==> src/rtl/sseg_pkg.sv <==
`default_nettype none
// ============================================================================
//  Module   : sseg_pkg
//  Purpose  : Shared definitions for the seven-segment encoder/decoder pair.
//             Holds the hex-to-segment table (active-low {g,f,e,d,c,b,a}),
//             the blank pattern, the receiver FSM state type and small
//             anode-decoding helpers.
//  Ports    : none (package)
//  Revision : 1.0  initial release
// ============================================================================
package sseg_pkg;

    // Active-low segment pattern for each hex digit, index = digit value.
    localparam logic [6:0] SEG_HEX [16] = '{
        7'h40, 7'h79, 7'h24, 7'h30, 7'h19, 7'h12, 7'h02, 7'h78,
        7'h00, 7'h10, 7'h08, 7'h03, 7'h46, 7'h21, 7'h06, 7'h0E
    };

    // All segments off.
    localparam logic [6:0] SEG_BLANK = 7'h7F;

    // All anodes off (no digit selected).
    localparam logic [3:0] AN_BLANK = 4'hF;

    typedef enum logic [1:0] {
        ST_SETTLING = 2'd0,
        ST_CAPTURE  = 2'd1,
        ST_HOLD     = 2'd2
    } sseg_rx_state_t;

    // True when exactly one anode is driven low.
    function automatic logic an_is_one_hot_low(input logic [3:0] an);
        case (an)
            4'b1110, 4'b1101, 4'b1011, 4'b0111: return 1'b1;
            default:                            return 1'b0;
        endcase
    endfunction

    // Digit index of a one-hot-low anode; 0 for any other pattern.
    function automatic logic [1:0] an_index(input logic [3:0] an);
        case (an)
            4'b1101: return 2'd1;
            4'b1011: return 2'd2;
            4'b0111: return 2'd3;
            default: return 2'd0;
        endcase
    endfunction

endpackage : sseg_pkg
`default_nettype wire

==> src/rtl/sseg_rx_if.sv <==
`default_nettype none
// ============================================================================
//  Module   : sseg_rx_if
//  Purpose  : Bundle of the display pins observed by the receiver and the
//             decoded results it reports.
//  Signals  : sseg_an[3:0]     anode pins, active-low
//             sseg_ca[6:0]     cathode pins {g..a}, active-low
//             digit0..digit3   last decoded value per digit
//             digit_valid[3:0] per-digit "holds a good decode"
//             frame_valid      pulse after all four digits refreshed
//             pattern_err      pulse on an undecodable settled slot
//  Modports : master drives the pins and reads results; slave is the receiver.
//  Revision : 1.0  initial release
// ============================================================================
interface sseg_rx_if;
    logic [3:0] sseg_an;
    logic [6:0] sseg_ca;
    logic [3:0] digit0;
    logic [3:0] digit1;
    logic [3:0] digit2;
    logic [3:0] digit3;
    logic [3:0] digit_valid;
    logic       frame_valid;
    logic       pattern_err;

    modport master (
        output sseg_an, sseg_ca,
        input  digit0, digit1, digit2, digit3, digit_valid, frame_valid, pattern_err
    );

    modport slave (
        input  sseg_an, sseg_ca,
        output digit0, digit1, digit2, digit3, digit_valid, frame_valid, pattern_err
    );
endinterface : sseg_rx_if
`default_nettype wire

==> src/rtl/sseg2hex.sv <==
`default_nettype none
// ============================================================================
//  Module   : sseg2hex
//  Purpose  : Combinational inverse of the seven-segment encoder table.
//  Ports    : sseg[6:0]  in   active-low segment pattern {g..a}
//             hex[3:0]   out  decoded digit (0 when invalid)
//             valid      out  pattern matches a table entry
//  Revision : 1.0  initial release
// ============================================================================
module sseg2hex
    import sseg_pkg::*;
(
    input  logic [6:0] sseg,
    output logic [3:0] hex,
    output logic       valid
);

    // Table entries are unique, so at most one iteration matches.
    always_comb begin
        hex   = 4'd0;
        valid = 1'b0;
        for (int i = 0; i < 16; i++) begin
            if (sseg == SEG_HEX[i]) begin
                hex   = 4'(i);
                valid = 1'b1;
            end
        end
    end

endmodule : sseg2hex
`default_nettype wire

==> src/rtl/sseg_rx.sv <==
`default_nettype none
// ============================================================================
//  Module   : sseg_rx
//  Purpose  : Samples the pins of a multiplexed 4-digit seven-segment display,
//             waits for each slot to settle, decodes the cathode pattern and
//             keeps the last value of every digit. Pulses frame_valid once all
//             four digits have been refreshed and pattern_err on a bad slot.
//  Params   : SETTLE_CYCLES  stable cycles required before capture (1..255)
//  Ports    : clk    in   system clock
//             rst_n  in   asynchronous active-low reset
//             bus    slave modport of sseg_rx_if (pins in, results out)
//  Revision : 1.0  initial release
// ============================================================================
module sseg_rx
    import sseg_pkg::*;
#(
    parameter int unsigned SETTLE_CYCLES = 4
) (
    input  logic        clk,
    input  logic        rst_n,
    sseg_rx_if.slave    bus
);

    if ((SETTLE_CYCLES < 1) || (SETTLE_CYCLES > 255)) begin : g_bad_settle
        $error("sseg_rx: SETTLE_CYCLES must be in 1..255");
    end

    localparam logic [7:0]  C_SETTLE_LAST = 8'(SETTLE_CYCLES - 1);
    localparam logic [10:0] C_SYNC_RESET  = {AN_BLANK, SEG_BLANK};

    // Two-flop synchroniser on {an, ca}; s_q is the only view used downstream.
    logic [10:0]     sync1_q;
    logic [10:0]     s_q;

    sseg_rx_state_t  state_q, state_d;
    logic [7:0]      cnt_q, cnt_d;
    logic [3:0][3:0] digit_q, digit_d;
    logic [3:0]      digit_valid_q, digit_valid_d;
    logic [3:0]      seen_q, seen_d;
    logic            frame_valid_q, frame_valid_d;
    logic            pattern_err_q, pattern_err_d;

    logic [3:0]      w_an;
    logic [6:0]      w_ca;
    logic [3:0]      w_hex;
    logic            w_hex_valid;
    logic            w_change;
    logic            w_capture;
    logic [1:0]      w_idx;
    logic [3:0]      w_seen_next;

    assign w_an = s_q[10:7];
    assign w_ca = s_q[6:0];

    // sync1_q holds the value s_q is about to take, so comparing the two
    // flags a change of s on the very edge that s updates.
    assign w_change = (sync1_q != s_q);
    assign w_idx    = an_index(w_an);

    sseg2hex u_sseg2hex (
        .sseg  (w_ca),
        .hex   (w_hex),
        .valid (w_hex_valid)
    );

    // ------------------------------------------------------------------
    // Settle FSM. The capture is registered on the edge that closes the
    // settle window, so CAPTURE is the cycle in which the new results are
    // first visible; from there the slot is held until s changes.
    // ------------------------------------------------------------------
    always_comb begin
        state_d   = state_q;
        cnt_d     = cnt_q;
        w_capture = 1'b0;

        case (state_q)
            ST_SETTLING: begin
                if (w_change) begin
                    cnt_d = 8'd0;
                end else if (cnt_q == C_SETTLE_LAST) begin
                    state_d   = ST_CAPTURE;
                    cnt_d     = 8'd0;
                    w_capture = 1'b1;
                end else begin
                    cnt_d = cnt_q + 8'd1;
                end
            end
            ST_CAPTURE: begin
                if (w_change) begin
                    state_d = ST_SETTLING;
                    cnt_d   = 8'd0;
                end else begin
                    state_d = ST_HOLD;
                end
            end
            ST_HOLD: begin
                if (w_change) begin
                    state_d = ST_SETTLING;
                    cnt_d   = 8'd0;
                end
            end
            default: begin
                state_d = ST_SETTLING;
                cnt_d   = 8'd0;
            end
        endcase
    end

    // ------------------------------------------------------------------
    // Capture actions and pulse generation.
    // ------------------------------------------------------------------
    always_comb begin
        digit_d       = digit_q;
        digit_valid_d = digit_valid_q;
        seen_d        = seen_q;
        frame_valid_d = 1'b0;
        pattern_err_d = 1'b0;
        w_seen_next   = seen_q;

        if (w_capture) begin
            if (w_an == AN_BLANK) begin
                // Blanked slot between digits: nothing to record.
            end else if (an_is_one_hot_low(w_an)) begin
                if (w_hex_valid) begin
                    digit_d[w_idx]       = w_hex;
                    digit_valid_d[w_idx] = 1'b1;
                    w_seen_next[w_idx]   = 1'b1;
                    if (w_seen_next == 4'hF) begin
                        frame_valid_d = 1'b1;
                        seen_d        = 4'h0;
                    end else begin
                        seen_d        = w_seen_next;
                    end
                end else begin
                    // Keep the stale value but mark it untrusted.
                    digit_valid_d[w_idx] = 1'b0;
                    pattern_err_d        = 1'b1;
                end
            end else begin
                pattern_err_d = 1'b1;
            end
        end
    end

    always_ff @(posedge clk or negedge rst_n) begin
        if (!rst_n) begin
            sync1_q       <= C_SYNC_RESET;
            s_q           <= C_SYNC_RESET;
            state_q       <= ST_SETTLING;
            cnt_q         <= 8'd0;
            digit_q       <= '0;
            digit_valid_q <= 4'h0;
            seen_q        <= 4'h0;
            frame_valid_q <= 1'b0;
            pattern_err_q <= 1'b0;
        end else begin
            sync1_q       <= {bus.sseg_an, bus.sseg_ca};
            s_q           <= sync1_q;
            state_q       <= state_d;
            cnt_q         <= cnt_d;
            digit_q       <= digit_d;
            digit_valid_q <= digit_valid_d;
            seen_q        <= seen_d;
            frame_valid_q <= frame_valid_d;
            pattern_err_q <= pattern_err_d;
        end
    end

    assign bus.digit0      = digit_q[0];
    assign bus.digit1      = digit_q[1];
    assign bus.digit2      = digit_q[2];
    assign bus.digit3      = digit_q[3];
    assign bus.digit_valid = digit_valid_q;
    assign bus.frame_valid = frame_valid_q;
    assign bus.pattern_err = pattern_err_q;

endmodule : sseg_rx
`default_nettype wire

==> src/flat_wrapper.sv <==
// flat-port wrapper written by rule: the top's interface ports become plain ports
module sseg_rx_flat import sseg_pkg::*;
#(
    parameter int unsigned SETTLE_CYCLES = 4
)
  (clk, rst_n, bus_sseg_an, bus_sseg_ca, bus_digit0, bus_digit1, bus_digit2, bus_digit3, bus_digit_valid, bus_frame_valid, bus_pattern_err);
  sseg_rx_if bus_i ();
  input  logic clk;
  input  logic rst_n;
  input wire logic [$bits(bus_i.sseg_an)-1:0] bus_sseg_an;
  input wire logic [$bits(bus_i.sseg_ca)-1:0] bus_sseg_ca;
  output wire logic [$bits(bus_i.digit0)-1:0] bus_digit0;
  output wire logic [$bits(bus_i.digit1)-1:0] bus_digit1;
  output wire logic [$bits(bus_i.digit2)-1:0] bus_digit2;
  output wire logic [$bits(bus_i.digit3)-1:0] bus_digit3;
  output wire logic [$bits(bus_i.digit_valid)-1:0] bus_digit_valid;
  output wire logic [$bits(bus_i.frame_valid)-1:0] bus_frame_valid;
  output wire logic [$bits(bus_i.pattern_err)-1:0] bus_pattern_err;
  assign bus_i.sseg_an = bus_sseg_an;
  assign bus_i.sseg_ca = bus_sseg_ca;
  assign bus_digit0 = bus_i.digit0;
  assign bus_digit1 = bus_i.digit1;
  assign bus_digit2 = bus_i.digit2;
  assign bus_digit3 = bus_i.digit3;
  assign bus_digit_valid = bus_i.digit_valid;
  assign bus_frame_valid = bus_i.frame_valid;
  assign bus_pattern_err = bus_i.pattern_err;
  sseg_rx #(.SETTLE_CYCLES(SETTLE_CYCLES)) u_core (.clk(clk), .rst_n(rst_n), .bus(bus_i));
endmodule
==> config.mk <==
export PLATFORM = sky130hd
export DESIGN_NAME = sseg_rx_flat
export DESIGN_NICKNAME = d
export VERILOG_FILES = /design/src/rtl/sseg_pkg.sv /design/src/rtl/sseg_rx_if.sv /design/src/rtl/sseg2hex.sv /design/src/rtl/sseg_rx.sv /design/src/flat_wrapper.sv
export SDC_FILE = /design/constraint.sdc
export NUM_CORES = 1
export LEC_CHECK = 0
export CORE_MARGIN = 2
export CORE_UTILIZATION = 55
export CTS_CLUSTER_DIAMETER = 50
export DETAILED_ROUTE_END_ITERATION = 8
export HOLD_SLACK_MARGIN = 0.05
export PLACE_DENSITY_LB_ADDON = 0.15
export SLEW_MARGIN = 40
export SYNTH_ARGS = -nofsm -noshare
export SYNTH_HDL_FRONTEND = slang
export SYNTH_SLANG_ARGS = --single-unit
==> constraint.sdc <==
create_clock -name clk -period 2.3 [get_ports clk]
set_input_delay 0.46 -clock clk [delete_from_list [all_inputs] [get_ports clk]]
set_output_delay 0.46 -clock clk [all_outputs]
set_load 0.03 [all_outputs]
==> results of run 1 <==
## through the flow
stage	worst slack, ns	instances	utilization [%]	power [mW]	instance area, um2
floorplan	0.194	264	-	1.17	2940
global placement	-0.00479	369	66.0	1.23	3390
detailed placement	-0.0455	369	66.0	1.23	3390
CTS	0.00737	387	70.9	2.20	3640
global route	-0.0200	387	71.6	2.27	3680
finish	0.0813	387	71.6	2.19	3680
## timing repair
item,CTS,global route
setup buffers,2,0
gates cloned,0,0
setup endpoints to repair,8,21
pin swaps,1,0
gates resized for setup,3,7
## state kept, by name, summed over array words and instances (netlist names), named ones only
name                    cells
u_core.state_q              2
u_core.s_q                 11
u_core.bus.digit0           4
u_core.bus.pattern_err      1
u_core.sync1_q             11
u_core.cnt_q                8
u_core.seen_q               4
u_core.bus.frame_valid      1
u_core.bus.digit3           4
u_core.bus.digit1           4
u_core.bus.digit2           4
## worst register-to-register path, stage by stage (launching register included)
cell	delay, ns
dfstp_2	0.67
buf_4	0.19
nor4bb_2	0.25
a22oi_2	0.17
o311ai_4	0.12
buf_4	0.20
o211ai_2	0.17
mux2_1	0.34
## how the worst max path moves through the flow
stage                   from              endpoint  slack [ns]  depth (start not counted)
6_report       u_core.s_q[0]  u_core.bus.digit1[2]        0.08                          7
5_1_grt        u_core.s_q[0]  u_core.bus.digit1[2]       -0.02                          7
4_1_cts        u_core.s_q[3]  u_core.bus.digit1[0]       0.007                          6
3_5_place_dp   u_core.s_q[3]  u_core.bus.digit3[2]       -0.05                          5
3_3_place_gp   u_core.s_q[3]  u_core.bus.digit3[1]      -0.005                          5
2_1_floorplan  u_core.s_q[4]  u_core.bus.digit3[0]        0.19                          6
## area by class of cell
class / instances / area [um2]
well taps: 70 / 87.6
clock buffers: 14 / 173
multi-input cells: 181 / 1400
inverters: 10 / 37.5
fillers: 400 / 1460
clock inverters: 2 / 35.0
flip-flops and latches: 58 / 1480
repair buffers: 52 / 470
## cells by family (layout without fill, tap and decap cells)
kind of cell | Yosys count | after routing | share of synthesized area, %
adder cells (fa/ha/maj) | 4 | 4 | 1.70
buffers and inverters | 25 | 78 | 4.30
XOR/XNOR | 14 | 14 | 4.17
multiplexers | 17 | 17 | 6.47
AO/OA/AOI/OAI | 58 | 58 | 15.6
AND/OR/NAND/NOR | 88 | 88 | 17.4
flip-flops | 58 | 58 | 50.3
## cell usage after synthesis (3+ instances only)
library cell	n	area, um2
dfrtp_1	36	901
dfstp_2	22	578
nand2_1	19	71.3
a21oi_1	17	85.1
mux2_2	15	169
nor2_1	15	56.3
nor3_1	12	60.1
xor2_1	12	105
o21ai_0	11	55.1
inv_1	10	37.5
buf_2	5	25.0
clkbuf_1	5	18.8
nand3_1	5	25.0
nand3b_1	5	37.5
nor3b_1	5	37.5
and3_1	4	25.0
ha_1	4	50.1
nor2b_1	4	25.0
nor4bb_1	4	40.0
a22oi_1	3	22.5
buf_4	3	22.5
nor4_1	3	18.8
o211ai_1	3	22.5
o211ai_2	3	37.5
## layout by cell type, fill, tap and decap left out, types with 2 or more instances in the layout
master / synthesis / final
o2111a_1: 2 / 2
and3_1: 4 / 4
a31oi_1: 2 / 2
nor4_1: 3 / 2
nor2_1: 15 / 15
a21bo_2: 2 / 2
xnor2_1: 2 / 2
nor4bb_2: 0 / 2
o211ai_4: 1 / 3
a21oi_1: 17 / 17
xor2_1: 12 / 12
dfstp_2: 22 / 22
clkbuf_8: 0 / 12
nand3_1: 5 / 5
nor2b_1: 4 / 4
mux2_2: 15 / 15
buf_4: 3 / 18
a22oi_1: 3 / 2
nor3b_1: 5 / 5
o21ai_0: 11 / 11
ha_1: 4 / 4
clkbuf_1: 5 / 2
nand4b_1: 2 / 2
nor4bb_1: 4 / 2
o211ai_1: 3 / 3
nand3b_1: 5 / 5
inv_1: 10 / 10
nand2_1: 19 / 19
nor3_1: 12 / 12
dfrtp_1: 36 / 36
clkdlybuf4s50_1: 0 / 33
o31ai_1: 2 / 2
## routing by layer
metal	GRT usage, %	wire length [um]	vias up
li1	-	-	1057
met2	36.5	3080	60
met1	30.0	2790	1093
met4	12.0	171	0
met5	0	0	-
met3	4.47	234	16
## power by group
group | switching [mW] | leakage, nW | internal, mW | total [mW]
clock | 0.374 | 0.107 | 0.588 | 0.962
sequential | 0.0387 | 0.735 | 1.06 | 1.10
combinational | 0.0701 | 0.717 | 0.0587 | 0.129
total | 0.482 | 1.56 | 1.70 | 2.19
==> results by group, run 1 <==
Outcome
  • Outcome: finished, final reports clean

Clocking
  • Sink Count: 58
  • Num CTS Buffers: 9
  • Clk slew on worst S/H paths: 0.06 ns
  • CTS tree: yes
  • Root buf cell: clkbuf_8
  • # H-tree levels: 3
  • Clk_lat worst skew: 0.33 ns
  • Post-CTS Hold Buffers: 0
  • Max Buffers Root-to-Sink: 2

STA
  • Worst slew margin relative to its limit: 53.7%
  • Max-slew violations: 0
  • Final Hold Fails: 0
  • Hold WS: 0.256 ns
  • Tmin final: between 2 and 2.5 ns
  • Setup TNS: 0 ns
  • Final Setup Violations: 0
  • Least-Margin Pin Slew: ~0.7 ns
  • Tcrit/Tclk final: 96.5%
  • FMAX: 0.451 GHz
  • Layout Skew: 0.00611 ns

Yosys
  • Cells after synthesis: 264
  • Synthesized Nets: 281
  • Yosys cell types: 56
  • Main synth FF type: dfrtp_1
  • Seq cells post-synth: 58
  • Synthesized area: 2940 um2
  • EDFF count, synth: 0
  • Sequential area share after synthesis: roughly half
  • Synth async-reset ratio: between 90% and 100%
  • Syn avg cell area: approximately 11 um2
  • Synth warn: 0

Drt
  • DRT Pass-1 Iters: 5
  • Vias: 2226
  • Initial DRC Count: 108
  • Number of remaining DRC errors: 0
  • Routed wire length: 6.27 mm
  • WL/cell: 16.2 um
  • DR vias/cell: 5.75
  • Final ANT Viol Nets: 0

Floorplan
  • Die Height: between 70 and 80 um
  • Rows: 26
  • Die Wd: just under 80 um
  • Boundary pin count: 35
  • Die area: between 5000 and 6000 um2
  • Core Box Area: 5140 um2
  • Initial Util: 57.2%

Critical path
  • Worst Setup Path Type: register to register
  • CP Capture Type: register
  • Crit path buf inv count: 2
  • CP top delay family: flip-flops
  • R2R Path End: u_core.bus.digit1[2]
  • R2R depth: 7
  • Crit-path most repeated cell: buf_4
  • CP max stage delay: ~0.67 ns
  • Reg2Reg Setup Slack: between 0.08 and 0.09 ns
  • Startpoint types: register
  • Required @ worst endpoint: 2.52 ns
  • Critical path's slowest cell: dfstp_2
  • R2r startpoint: u_core.s_q[0]
  • Crit-path cells: buf_4 -> nor4bb_2 -> a22oi_2 -> o311ai_4 -> buf_4 -> o211ai_2 -> mux2_1
  • Critical path peak fanout: 13
  • Critical Path AT: 2.44 ns

Global routing
  • Antenna violations before repair: 0
  • Largest net degree at the start of global routing: 59
  • GRT Resource Usage Total: between 20 and 25%
  • Vias in the first global route: 2221
  • Total grt overflow: 0
  • First-pass GRT wire length: 10.7 mm

Pwr
  • P_leak: 1.56 nW
  • Worst VDD drop: just over 400 uV
  • Power Density: 594 nW/um2

Finish
  • P&R area growth vs syn: 25.3%
  • Layout cells sized above 1: about 29%
  • Antenna diode count: 0
  • Post-layout nets: between 300 and 400

Place
  • GP Congestion: slightly below 0.9
  • HPWL after DPL: 4.36 mm
  • I/O Buffers: 34

Run
  • Max Cap Viol: 0

Min path
  • Hold Path Class: input pin to async pin
No activity file was read; power rests on OpenSTA's default activity.
==> run 2: changes to the inputs <==
--- a/config.mk
+++ b/config.mk
@@ -8,6 +8,7 @@
 export CORE_MARGIN = 2
 export CORE_UTILIZATION = 55
 export CTS_CLUSTER_DIAMETER = 50
+export CTS_CLUSTER_SIZE = 20
 export DETAILED_ROUTE_END_ITERATION = 8
 export HOLD_SLACK_MARGIN = 0.05
 export PLACE_DENSITY_LB_ADDON = 0.15
==> results of run 2 <==
No change in the layout: final DEF, timing and power equal those of run 1.
